File: src/rtl/rr_arb_pkg.sv
// Shared types and constants for the 4-way round-robin mux-select arbiter.
package rr_arb_pkg;

  localparam int unsigned NREQ     = 4;
  localparam int unsigned SELW     = 2;
  localparam int unsigned HOLD_DEF = 4;

  typedef enum logic {
    IDLE  = 1'b0,
    GRANT = 1'b1
  } state_t;

  function automatic logic [NREQ-1:0] sel2onehot(input logic [SELW-1:0] s);
    return NREQ'(1) << s;
  endfunction

endpackage

File: src/rtl/rr_arb4_sel_if.sv
// Request/select/handshake bundle between the arbiter and its requesters/consumer.
interface rr_arb4_sel_if;
  import rr_arb_pkg::*;

  logic [NREQ-1:0] req;
  logic            out_ready;
  logic            s1;
  logic            s0;
  logic [NREQ-1:0] gnt;
  logic            valid;
  logic            last;

  modport slave (
    input  req, out_ready,
    output s1, s0, gnt, valid, last
  );

  modport master (
    output req, out_ready,
    input  s1, s0, gnt, valid, last
  );

endinterface

File: src/rtl/rr_pick4.sv
// Rotating-priority pick: first set request searching ptr, ptr+1, ... modulo 4.
module rr_pick4
  import rr_arb_pkg::*;
(
  input  logic [NREQ-1:0] req,
  input  logic [SELW-1:0] ptr,
  output logic [SELW-1:0] idx,
  output logic            any
);

  logic [SELW-1:0] cand;

  // Walk from the farthest offset back to ptr so the nearest hit is written last.
  always_comb begin
    idx  = ptr;
    cand = ptr;
    any  = |req;
    for (int k = NREQ - 1; k >= 0; k--) begin
      cand = ptr + SELW'(k);
      if (req[cand]) begin
        idx = cand;
      end
    end
  end

endmodule

File: src/rtl/rr_arb4_sel.sv
// Round-robin arbiter driving {s1,s0} of a 4:1 mux, with bounded bursts and valid/ready.
module rr_arb4_sel
  import rr_arb_pkg::*;
#(
  parameter int unsigned HOLD = HOLD_DEF,
  parameter int unsigned CW   = 4
) (
  input  logic          clk,
  input  logic          rst_n,
  rr_arb4_sel_if.slave  bus
);

  localparam logic [CW-1:0] CNT_LAST = CW'(HOLD - 1);

  state_t          state_q, state_d;
  logic [SELW-1:0] sel_q,   sel_d;
  logic [NREQ-1:0] gnt_q,   gnt_d;
  logic [SELW-1:0] ptr_q,   ptr_d;
  logic [CW-1:0]   cnt_q,   cnt_d;

  logic [SELW-1:0] pick_ptr_c;
  logic [SELW-1:0] pick_idx_c;
  logic            pick_any_c;
  logic            valid_c;
  logic            beat_c;
  logic            last_c;
  logic            rel_c;

  // In GRANT the pick only matters on release, where the owner must rank last.
  always_comb begin
    pick_ptr_c = ptr_q;
    if (state_q == GRANT) begin
      pick_ptr_c = sel_q + SELW'(1);
    end
  end

  rr_pick4 u_pick (
    .req (bus.req),
    .ptr (pick_ptr_c),
    .idx (pick_idx_c),
    .any (pick_any_c)
  );

  always_ff @(posedge clk or negedge rst_n) begin
    if (!rst_n) begin
      state_q <= IDLE;
      sel_q   <= '0;
      gnt_q   <= '0;
      ptr_q   <= '0;
      cnt_q   <= '0;
    end else begin
      state_q <= state_d;
      sel_q   <= sel_d;
      gnt_q   <= gnt_d;
      ptr_q   <= ptr_d;
      cnt_q   <= cnt_d;
    end
  end

  always_comb begin
    state_d = state_q;
    sel_d   = sel_q;
    gnt_d   = gnt_q;
    ptr_d   = ptr_q;
    cnt_d   = cnt_q;
    valid_c = 1'b0;
    beat_c  = 1'b0;
    last_c  = 1'b0;
    rel_c   = 1'b0;

    case (state_q)
      IDLE: begin
        if (pick_any_c) begin
          state_d = GRANT;
          sel_d   = pick_idx_c;
          gnt_d   = sel2onehot(pick_idx_c);
          cnt_d   = '0;
        end
      end

      GRANT: begin
        valid_c = bus.req[sel_q];
        beat_c  = valid_c & bus.out_ready;
        last_c  = beat_c & (cnt_q == CNT_LAST);
        rel_c   = ~bus.req[sel_q] | last_c;

        if (beat_c) begin
          cnt_d = cnt_q + CW'(1);
        end

        // Release hands straight over to the next requester, or idles if none.
        if (rel_c) begin
          ptr_d = sel_q + SELW'(1);
          cnt_d = '0;
          if (pick_any_c) begin
            sel_d = pick_idx_c;
            gnt_d = sel2onehot(pick_idx_c);
          end else begin
            state_d = IDLE;
            gnt_d   = '0;
          end
        end
      end

      default: begin
        state_d = IDLE;
        gnt_d   = '0;
        cnt_d   = '0;
      end
    endcase
  end

  assign bus.s1    = sel_q[1];
  assign bus.s0    = sel_q[0];
  assign bus.gnt   = gnt_q;
  assign bus.valid = valid_c;
  assign bus.last  = last_c;

endmodule

File: src/flat_wrapper.sv
// flat-port wrapper written by rule: the top's interface ports become plain ports
module rr_arb4_sel_flat import rr_arb_pkg::*;
#(
  parameter int unsigned HOLD = HOLD_DEF,
  parameter int unsigned CW   = 4
)
  (clk, rst_n, bus_req, bus_out_ready, bus_s1, bus_s0, bus_gnt, bus_valid, bus_last);
  rr_arb4_sel_if bus_i ();
  input  logic clk;
  input  logic rst_n;
  input wire logic [$bits(bus_i.req)-1:0] bus_req;
  input wire logic [$bits(bus_i.out_ready)-1:0] bus_out_ready;
  output wire logic [$bits(bus_i.s1)-1:0] bus_s1;
  output wire logic [$bits(bus_i.s0)-1:0] bus_s0;
  output wire logic [$bits(bus_i.gnt)-1:0] bus_gnt;
  output wire logic [$bits(bus_i.valid)-1:0] bus_valid;
  output wire logic [$bits(bus_i.last)-1:0] bus_last;
  assign bus_i.req = bus_req;
  assign bus_i.out_ready = bus_out_ready;
  assign bus_s1 = bus_i.s1;
  assign bus_s0 = bus_i.s0;
  assign bus_gnt = bus_i.gnt;
  assign bus_valid = bus_i.valid;
  assign bus_last = bus_i.last;
  rr_arb4_sel #(.HOLD(HOLD), .CW(CW)) u_core (.clk(clk), .rst_n(rst_n), .bus(bus_i));
endmodule
File: config.mk
export PLATFORM = sky130hd
export DESIGN_NAME = rr_arb4_sel_flat
export DESIGN_NICKNAME = d
export VERILOG_FILES = /design/src/rtl/rr_arb_pkg.sv /design/src/rtl/rr_arb4_sel_if.sv /design/src/rtl/rr_pick4.sv /design/src/rtl/rr_arb4_sel.sv /design/src/flat_wrapper.sv
export SDC_FILE = /design/constraint.sdc
export NUM_CORES = 1
export LEC_CHECK = 0
export ABC_AREA = 1
export CAP_MARGIN = 20
export CORE_MARGIN = 3
export CORE_UTILIZATION = 56
export DETAILED_ROUTE_END_ITERATION = 8
export GPL_ROUTABILITY_DRIVEN = 0
export MAX_ROUTING_LAYER = met4
export PLACE_DENSITY = 0.92
export SLEW_MARGIN = 20
export SYNTH_ARGS = -nofsm -noshare
export SYNTH_HDL_FRONTEND = slang
export SYNTH_SLANG_ARGS = --single-unit
File: constraint.sdc
create_clock -name clk -period 3.6 [get_ports clk]
set_input_delay 0.54 -clock clk [delete_from_list [all_inputs] [get_ports clk]]
set_output_delay 0.54 -clock clk [all_outputs]
set_load 0.005 [all_outputs]
# ---- Yosys cells after proc, flatten, opt, wreduce, memory -nomap -nowiden
# Index checks and enable logic that the tools add are counted.
dict set report op_classes {
  add_sub_neg 5
  order_cmp 5
  eq_ne 4
  shift 1
  muxes 31
  n_bitwise 5
  reduce_logical 4
}
# cell n
set ops {}
lappend ops {{$mux 4} 6}
lappend ops {{$pmux 4 s2} 2}
lappend ops {{$lt 2x3->1 const B} 5}
lappend ops {{$mux 2} 7}
lappend ops {{$bmux 1 s2} 5}
lappend ops {{$mux 1} 9}
lappend ops {{$reduce_and 2->1} 3}
lappend ops {{$add 2x1->2 const B} 2}
lappend ops {{$add 2x2->2 const B} 2}
lappend ops {{$add 4x1->4 const B} 1}
lappend ops {{$eq 4x2->1 const B} 1}
lappend ops {{$pmux 2 s2} 1}
lappend ops {{$reduce_or 4->1} 1}
lappend ops {{$shl 1x2->4 const A} 1}
lappend ops {{$ne 3x3->1 const B} 1}
lappend ops {{$and 1x1->1} 2}
lappend ops {{$ne 2x1->1 const B} 1}
lappend ops {{$ne 2x2->1 const B} 1}
lappend ops {{$not 1->1} 2}
lappend ops {{$pmux 1 s2} 1}
lappend ops {{$or 1x1->1} 1}
dict set report totals {
  reg_bits 13
  input_bits 7
  word_cells 60
}

# ---- Longest topological paths before layout
# Gate-level depths: netlist of run 1.
dict set report logic_depth {
  depth_word 13
  mapped_depth 15
  depth_no_buf 14
}

# ---- Hierarchy
# A second synthesis of run 1 with hierarchy kept.
dict set report hier_totals {
  hier_cells 145
  area_unflattened_um2 949.7
}
# module instances cells_per_inst area_per_inst_um2 seq_area_each_um2
set by_module_without_submodules {}
lappend by_module_without_submodules {rr_arb4_sel 1 95 732.0 325.3}
lappend by_module_without_submodules {rr_pick4 1 50 217.7 0.0}

# ---- Worst setup path before layout of run 1
# No wires, ideal clock.
dict set report synth_timing {
  kind {register to register}
  from {register u_core.sel_q[0]}
  to {register u_core.sel_q[0]}
  setup_ns 0.127
  arrival_ns 1.511
  required_time_ns 3.473
  path_slack_ns 1.963
  stages_incl_launch_ff 16
  n_path_buf 1
  synth_period_minus_slack_ns 1.637
  path_cell_list {dfrtp_1 buf_4 inv_1 nand2_1 nand2_4 nand2_1 nand2_1 nand3_2 nand2_1 inv_1 nand2_1 nand2_1 nand2_1 nand2_1 nand2_1 o21ai_0}
}
dict set report synth_between {
  elab_chain_len 12
  word_cells_on_any_way 27
}
# element line_no
set synth_rtl {}
lappend synth_rtl {{start, declared} rr_arb4_sel.sv:16} ;# logic [SELW-1:0] sel_q, sel_d;
lappend synth_rtl {{start signal, assigned} rr_arb4_sel.sv:53} ;# sel_q <= sel_d;
lappend synth_rtl {{$add 2x1->2} rr_arb4_sel.sv:33} ;# pick_ptr_c = sel_q + SELW'(1);
lappend synth_rtl {{$mux 2} rr_arb4_sel.sv:32} ;# if (state_q == GRANT) begin
lappend synth_rtl {{$add 2x2->2} rr_pick4.sv:19} ;# cand = ptr + SELW'(k);
lappend synth_rtl {{$bmux 1 s2} rr_pick4.sv:20} ;# if (req[cand]) begin
lappend synth_rtl {{$mux 1 (not written as such)} rr_pick4.sv:20}
lappend synth_rtl {{$mux 2 (4 in a row)} rr_pick4.sv:20}
lappend synth_rtl {{$mux 2} {rr_arb4_sel.sv:73, rr_arb4_sel.sv:95}}
lappend synth_rtl {{$mux 2} rr_arb4_sel.sv:92} ;# if (rel_c) begin
lappend synth_rtl {{$pmux 2 s2} rr_arb4_sel.sv:71} ;# case (state_q)
# Several ways; a longest one is shown, not always the timed one. The select of a mux whose other input is x is not followed.
# A chain may end at the register's enable or synchronous reset.

# ---- Final worst setup path of run 1
dict set report layout_timing {
  from {input bus_req[2]}
  to {output bus_valid}
}
dict set report layout_between {
  elab_chain_len 3
}
# element line_no
set layout_rtl {}
lappend layout_rtl {{start, declared} flat_wrapper.sv:11} ;# input wire logic [$bits(bus_i.req)-1:0] bus_req;
lappend layout_rtl {{$bmux 1 s2} rr_arb4_sel.sv:82} ;# valid_c = bus.req[sel_q];
lappend layout_rtl {{$mux 1 (not written as such)} rr_arb4_sel.sv:82}
lappend layout_rtl {{$mux 1} rr_arb4_sel.sv:71}
lappend layout_rtl {{end, declared} flat_wrapper.sv:16} ;# output wire logic [$bits(bus_i.valid)-1:0] bus_valid;
# Every way passes these cells. The select of a mux whose other input is x is not followed.

==> metrics.txt, run 1 <==
outcome finished, final reports clean; number of gates given a new drive strength after cts 0; count of final max-slew check failures 0; share of final-layout standard cells stronger than drive strength 1 7.975%; die area 2210 µm²; combined area of all synthesized cells 942.2 µm²; clock tree sinks 13; part of the Yosys area used for sequential elements 34.53%; dominant register cell in the synthesized netlist sky130_fd_sc_hd__dfrtp_1; post-route fraction of the period consumed by the critical path 74.52%; measured slew at the worst slew-check pin 0.5466 ns; syn_nets 154; TritonRoute pass-1 iters 4; cell type with the largest total area after synthesis sky130_fd_sc_hd__dfrtp_1; number of synthesized register bits 13; Avg Inst Size Synth 6.453 µm²; origin of the worst min-delay path u_core.bus.gnt[1]$_DFFE_PN0P_; initial core utilization 61.12%; width of the die 47.02 µm; placeable core region 1541 µm²; Synth-to-Final Area Change 19.12%; count of input and output buffers 14; Total Wirelength 2.160 mm; Via Count 1003; worst min path class reg2reg; number of antenna violations at the first check in global routing 0; fmax 372.8 MHz; Yosys top cell area share 34.53%; number of diodes added for antenna fixing 0; count of routing violations after the opening detailed-route iteration 65; Worst Clk Skew 0.002076 ns; max-capacitance violation count 0; final-stage net count 172; gate count after technology mapping 146; clock insertion delay at the later pin of the skew report 0.28 ns; register clock-pin slew on the reported worst setup and hold paths 0.08 ns; root cell of the clock tree sky130_fd_sc_hd__clkbuf_4; CTS tree done; number of global-route vias before repair 885; Post-synth ARST share 100.0%; Max IR drop VDD 0.5249 mV; Slew HR 63.45%; Min Clock Period, post-route 2.683 ns; number of hold violations in the final report 0; number of routed nets with antenna violations 0; cts hold-fix bufs 0; half-perimeter wire length after detailed placement 1.641 mm; boundary pin count 15; critical path arrival 2.14 ns; cell types with the largest area share after synthesis sky130_fd_sc_hd__dfrtp_1 35%, sky130_fd_sc_hd__nand2_1 22%, sky130_fd_sc_hd__nand3_1 13%; largest net degree at the start of global routing 14; CP Class in2out; Lkg Pwr 0.6128 nW; share of the core filled with cells in the final layout 72.81%; timing startpoint of the critical path bus_req[2]; global-route congestion overflow total 0; endpoint required time on the critical path 3.06 ns; YS warnings 0; first-pass GRT wire length 3.643 mm; PwrDens 905.3 nW/µm²; top-count cell post-synth sky130_fd_sc_hd__nand2_1; EDFF count, synth 0; Max FO, Critical Path 3; standard-cell rows 14; ranking of synthesized cells by instance count 55 x sky130_fd_sc_hd__nand2_1, 25 x sky130_fd_sc_hd__nand3_1, 19 x sky130_fd_sc_hd__inv_1; number of different library cells in the post-synthesis netlist 20; clock buffers created by TritonCTS 3; Startpoint Class input port; H-tree depth reported by CTS 1; WL/cell 12.07 µm; height of the die 47.02 µm; global router's overall resource usage 24.11%; capturing element type of the critical path output pin; r2r startpoint u_core.sel_q[0]$_DFFE_PN0P_; residual DRC count 0; Fin Setup TNS 0 ns; clock tree buffer depth 2; post-CTS setup-driven buffer insertion count 0; setup repair after global routing missed its margin false; Vias per Instance 5.603; Setup violations, final 0
-- worst max-delay path, stage by stage --
cell	delay (ns)
sky130_fd_sc_hd__clkdlybuf4s50_1	0.50
sky130_fd_sc_hd__inv_1	0.08
sky130_fd_sc_hd__o21ai_0	0.21
sky130_fd_sc_hd__nand2_1	0.11
sky130_fd_sc_hd__nor2_1	0.18
sky130_fd_sc_hd__clkdlybuf4s50_1	0.53
-- flip-flops by register name (all words and copies together) (netlist names) --
name and count:
u_core.state_q 1, u_core.cnt_q 4, u_core.ptr_q 2, u_core.bus.gnt 4, u_core.sel_q 2
-- area by class of cell --
| type | count | area, µm² |
|---|---|---|
| Clock buffer | 3 | 22.52 |
| Inverter | 20 | 75.07 |
| Sequential cell | 13 | 325.3 |
| Multi-Input combinational cell | 112 | 534.3 |
| Clock inverter | 1 | 5.005 |
| Timing Repair Buffer | 14 | 140.1 |
| Fill cell | 129 | 419.2 |
| Tap cell | 16 | 20.02 |
-- through the flow --
stage                     hold slack (ns)  instance area [µm²]  instances  setup WS (ns)  power (mW)
after floorplan                    0.2444                942.2        146          1.963      0.7314
after global placement             0.4687                 1095        175         0.9888      0.8856
after detailed placement           0.4662                 1095        175         0.9641      0.9093
after CTS                          0.4970                 1122        179         0.9313       1.012
after global routing               0.5093                 1122        179         0.7442       1.135
final                              0.4908                 1122        179         0.9174       1.016
-- cells in the final DEF, fill, tap and decap left out, drive strengths merged --
| cell type | count |
|---|---|
| nand2 | 59 |
| nand3 | 26 |
| inv | 20 |
| clkdlybuf4s50 | 14 |
| dfrtp | 13 |
| o21ai | 10 |
| nand4 | 4 |
| a21oi | 3 |
| nor2 | 3 |
| clkbuf | 3 |
| nor3 | 2 |
| or2 | 1 |
| a21boi | 1 |
| nor3b | 1 |
| mux2i | 1 |
| ha | 1 |
| clkinv | 1 |
-- logic make-up (layout without fill, tap and decap cells) --
group	Yosys count	count (layout)	share of synthesized area, %
AO/OA/AOI/OAI	14	14	8.499
adder cells (fa/ha/maj)	1	1	1.328
buffers and inverters	21	38	8.765
flip-flops	13	13	34.53
multiplexers	1	1	1.062
AND/OR/NAND/NOR	96	96	45.82
-- final timing paths --
path / endpoint / slack [ns] / cells after the start
max: bus_valid / 0.92 / 6
min in group asynchronous: u_core.ptr_q[1]$_DFFE_PN0P_ / 0.61 / 1
max reg2reg: u_core.sel_q[0]$_DFFE_PN0P_ / 1.68 / 13
max in group asynchronous: u_core.cnt_q[2]$_DFFE_PN0P_ / 2.63 / 1
min: u_core.bus.gnt[1]$_DFFE_PN0P_ / 0.49 / 2
min reg2reg: u_core.bus.gnt[1]$_DFFE_PN0P_ / 0.49 / 2
-- power breakdown --
group	switching (mW)	internal [mW]	total, mW	leakage (nW)
Sequential	0.0530	0.205	0.258	0.163
Clock	0.0501	0.0413	0.0914	0.0177
Combinational	0.410	0.256	0.666	0.433
-- metal layers --
layer | part of all wire (%) | up-vias | global-route usage [%]
met5 | 0 | - | -
met4 | 1.7 | 0 | 9.945
met3 | 7.4 | 7 | 5.747
met2 | 45 | 46 | 36.86
met1 | 46 | 440 | 30.40
li1 | - | 510 | -
Note: power is estimated with default switching activity, not from simulation.
==> run 2, diff against run 1 <==
--- a/config.mk
+++ b/config.mk
@@ -8,11 +8,11 @@
 export ABC_AREA = 1
 export CAP_MARGIN = 20
 export CORE_MARGIN = 3
-export CORE_UTILIZATION = 56
+export CORE_UTILIZATION = 52
 export DETAILED_ROUTE_END_ITERATION = 8
 export GPL_ROUTABILITY_DRIVEN = 0
 export MAX_ROUTING_LAYER = met4
-export PLACE_DENSITY = 0.92
+export PLACE_DENSITY = 0.87
 export SLEW_MARGIN = 20
 export SYNTH_ARGS = -nofsm -noshare
 export SYNTH_HDL_FRONTEND = slang
==> constraint.sdc (replaced) <==
create_clock -name clk -period 2.5 [get_ports clk]
set_input_delay 0.375 -clock clk [delete_from_list [all_inputs] [get_ports clk]]
set_output_delay 0.375 -clock clk [all_outputs]
set_load 0.005 [all_outputs]
==> run 2 against run 1 <==
Net effect:
- combinational power grew 44%
- clock power is 41% higher
- core utilization decreased by 2.5 points
- first-iteration DRC count shrank 20%
- wire length grew 5.6%
- highest routed layer unchanged
- largest cell class unchanged
- die area rose by 6.7%
==> metrics.txt, run 2 (synthesis gave the netlist of run 1 again) <==
number of gates given a new drive strength after cts 0 (unchanged); clock buffers created by TritonCTS 3 (unchanged); PwrDens 1294 nW/µm² (+43%); clock insertion delay at the later pin of the skew report 0.28 ns (about the same); Setup violations, final 0 (unchanged); Post-Route Hold Slack 0.4586 ns (-0.03215 ns); Lkg Pwr 0.6128 nW (unchanged); post-CTS setup-driven buffer insertion count 0 (unchanged); die area 2359 µm² (+6.7%); root cell of the clock tree sky130_fd_sc_hd__clkbuf_4; placeable core region 1612 µm² (+4.5%); register clock-pin slew on the reported worst setup and hold paths 0.08 ns (about the same); count of routing violations after the opening detailed-route iteration 52 (-20%); Max FO, Critical Path 3 (unchanged); residual DRC count 0 (unchanged); initial core utilization 58.46% (-2.7 points); number of global-route vias before repair 994 (+12%); Min Clock Period, post-route 2.307 ns; number of hold violations in the final report 0 (unchanged); post-route fraction of the period consumed by the critical path 92.26%; share of final-layout standard cells stronger than drive strength 1 7.975% (unchanged); Slew HR 61.89% (-1.6 points); Vias per Instance 5.369 (-4.2%); Filler cells 149 (+16%); CP Class in2out; TritonRoute pass-1 iters 4 (unchanged); CTS tree done; setup repair after global routing missed its margin false; fmax 433.6 MHz; Startpoint Class input port; half-perimeter wire length after detailed placement 1.851 mm (+13%); clock tree buffer depth 2 (unchanged); WL/cell 12.20 µm (+1.1%); standard-cell rows 14 (unchanged); Max IR drop VDD 0.8580 mV (+63%); number of diodes added for antenna fixing 0 (unchanged); final worst setup slack 0.1935 ns (-0.7239 ns); final-stage net count 172 (unchanged); count of input and output buffers 14 (unchanged); most used cells in the layout excluding fill and tap cells 55 x sky130_fd_sc_hd__nand2_1, 25 x sky130_fd_sc_hd__nand3_1, 19 x sky130_fd_sc_hd__inv_1, 14 x sky130_fd_sc_hd__clkdlybuf4s50_1, 13 x sky130_fd_sc_hd__dfrtp_1; global-route congestion overflow total 0 (unchanged); most common cell after layout, fill and taps aside sky130_fd_sc_hd__nand2_1; critical path arrival 1.93 ns (-0.21 ns); max-capacitance violation count 0 (unchanged); H-tree depth reported by CTS 1 (unchanged); count of final max-slew check failures 0 (unchanged); endpoint required time on the critical path 2.12 ns (-0.94 ns); clock tree sinks 13 (unchanged); worst setup slack after placement 0.2235 ns (-0.7407 ns); Total Power Consumption 1.465 mW (+44%); Worst Clk Skew 0.001568 ns (-0.0005078 ns); global router's overall resource usage 22.08% (-2.0 points); Synth-to-Final Area Change 20.19%; width of the die 48.57 µm (+3.3%); height of the die 48.57 µm (+3.3%); largest net degree at the start of global routing 14 (unchanged); number of antenna violations at the first check in global routing 0 (unchanged); worst min path class in2async; Total Wirelength 2.282 mm (+5.6%); first-pass GRT wire length 4.084 mm (+12%); boundary pin count 15 (unchanged); cts hold-fix bufs 0 (unchanged); measured slew at the worst slew-check pin 0.5699 ns (+0.02327 ns); number of routed nets with antenna violations 0 (unchanged); Fin Setup TNS 0 ns (unchanged); Via Count 1004 (+0.10%); capturing element type of the critical path output pin; outcome finished, final reports clean
run 2: cell counts in the layout (fill, tap and decap cells not counted):
No cell type changed its count.
run 2: layer usage:
metal	routed length [µm]	up-vias	GRT usage, %
met5	0	-	-
met4	52	0	5.213
met3	151	8	6.135
met2	1075	35	35.78
met1	1003	450	27.47
li1	-	511	-
run 2: metrics by stage:
step / cells / area, µm² / util (%)
2_1_floorplan: 146 / 942.2 / -
3_3_place_gp: 183 / 1105 / 68.56
3_5_place_dp: 183 / 1105 / 68.56
4_1_cts: 187 / 1132 / 70.26
5_1_grt: 187 / 1132 / 70.26
6_report: 187 / 1132 / 70.26
run 2: layout make-up:
cell class              count  area, µm²  share of cell area, %
well taps                  24      30.03                  2.652
clock buffers               3      22.52                  1.989
multi-input cells         112      534.3                  47.18
inverters                  20      75.07                  6.630
clock inverters             1      5.005                 0.4420
flip-flops and latches     13      325.3                  28.73
repair buffers             14      140.1                  12.38
run 2: final timing paths:
kind                                          startpoint                            end  slack [ns]  cells past startpoint
setup / recovery                              bus_req[0]                      bus_valid        0.19                      6
hold / removal                                     rst_n    u_core.cnt_q[0]$_DFFE_PN0P_        0.46                      1
setup reg to reg             u_core.sel_q[0]$_DFFE_PN0P_    u_core.sel_q[0]$_DFFE_PN0P_        0.59                     13
hold reg to reg            u_core.bus.gnt[1]$_DFFE_PN0P_  u_core.bus.gnt[1]$_DFFE_PN0P_        0.49                      2
max in group asynchronous                          rst_n    u_core.sel_q[0]$_DFFE_PN0P_        1.67                      1
min in group clk           u_core.bus.gnt[1]$_DFFE_PN0P_  u_core.bus.gnt[1]$_DFFE_PN0P_        0.49                      2
run 2: worst max-delay path, cell delays in order:
cell,delay [ns]
sky130_fd_sc_hd__clkdlybuf4s50_1,0.48
sky130_fd_sc_hd__inv_1,0.07
sky130_fd_sc_hd__o21ai_0,0.23
sky130_fd_sc_hd__nand2_1,0.10
sky130_fd_sc_hd__nor2_1,0.16
sky130_fd_sc_hd__clkdlybuf4s50_1,0.53
run 2: power breakdown:
| group | internal, mW | leakage, nW | switching, mW | total, mW |
|---|---|---|---|---|
| Sequential | 0.296 | 0.163 | 0.0793 | 0.375 |
| Clock | 0.0594 | 0.0177 | 0.0694 | 0.129 |
| Combinational | 0.369 | 0.433 | 0.592 | 0.961 |
| Total | 0.725 | 0.613 | 0.740 | 1.47 |
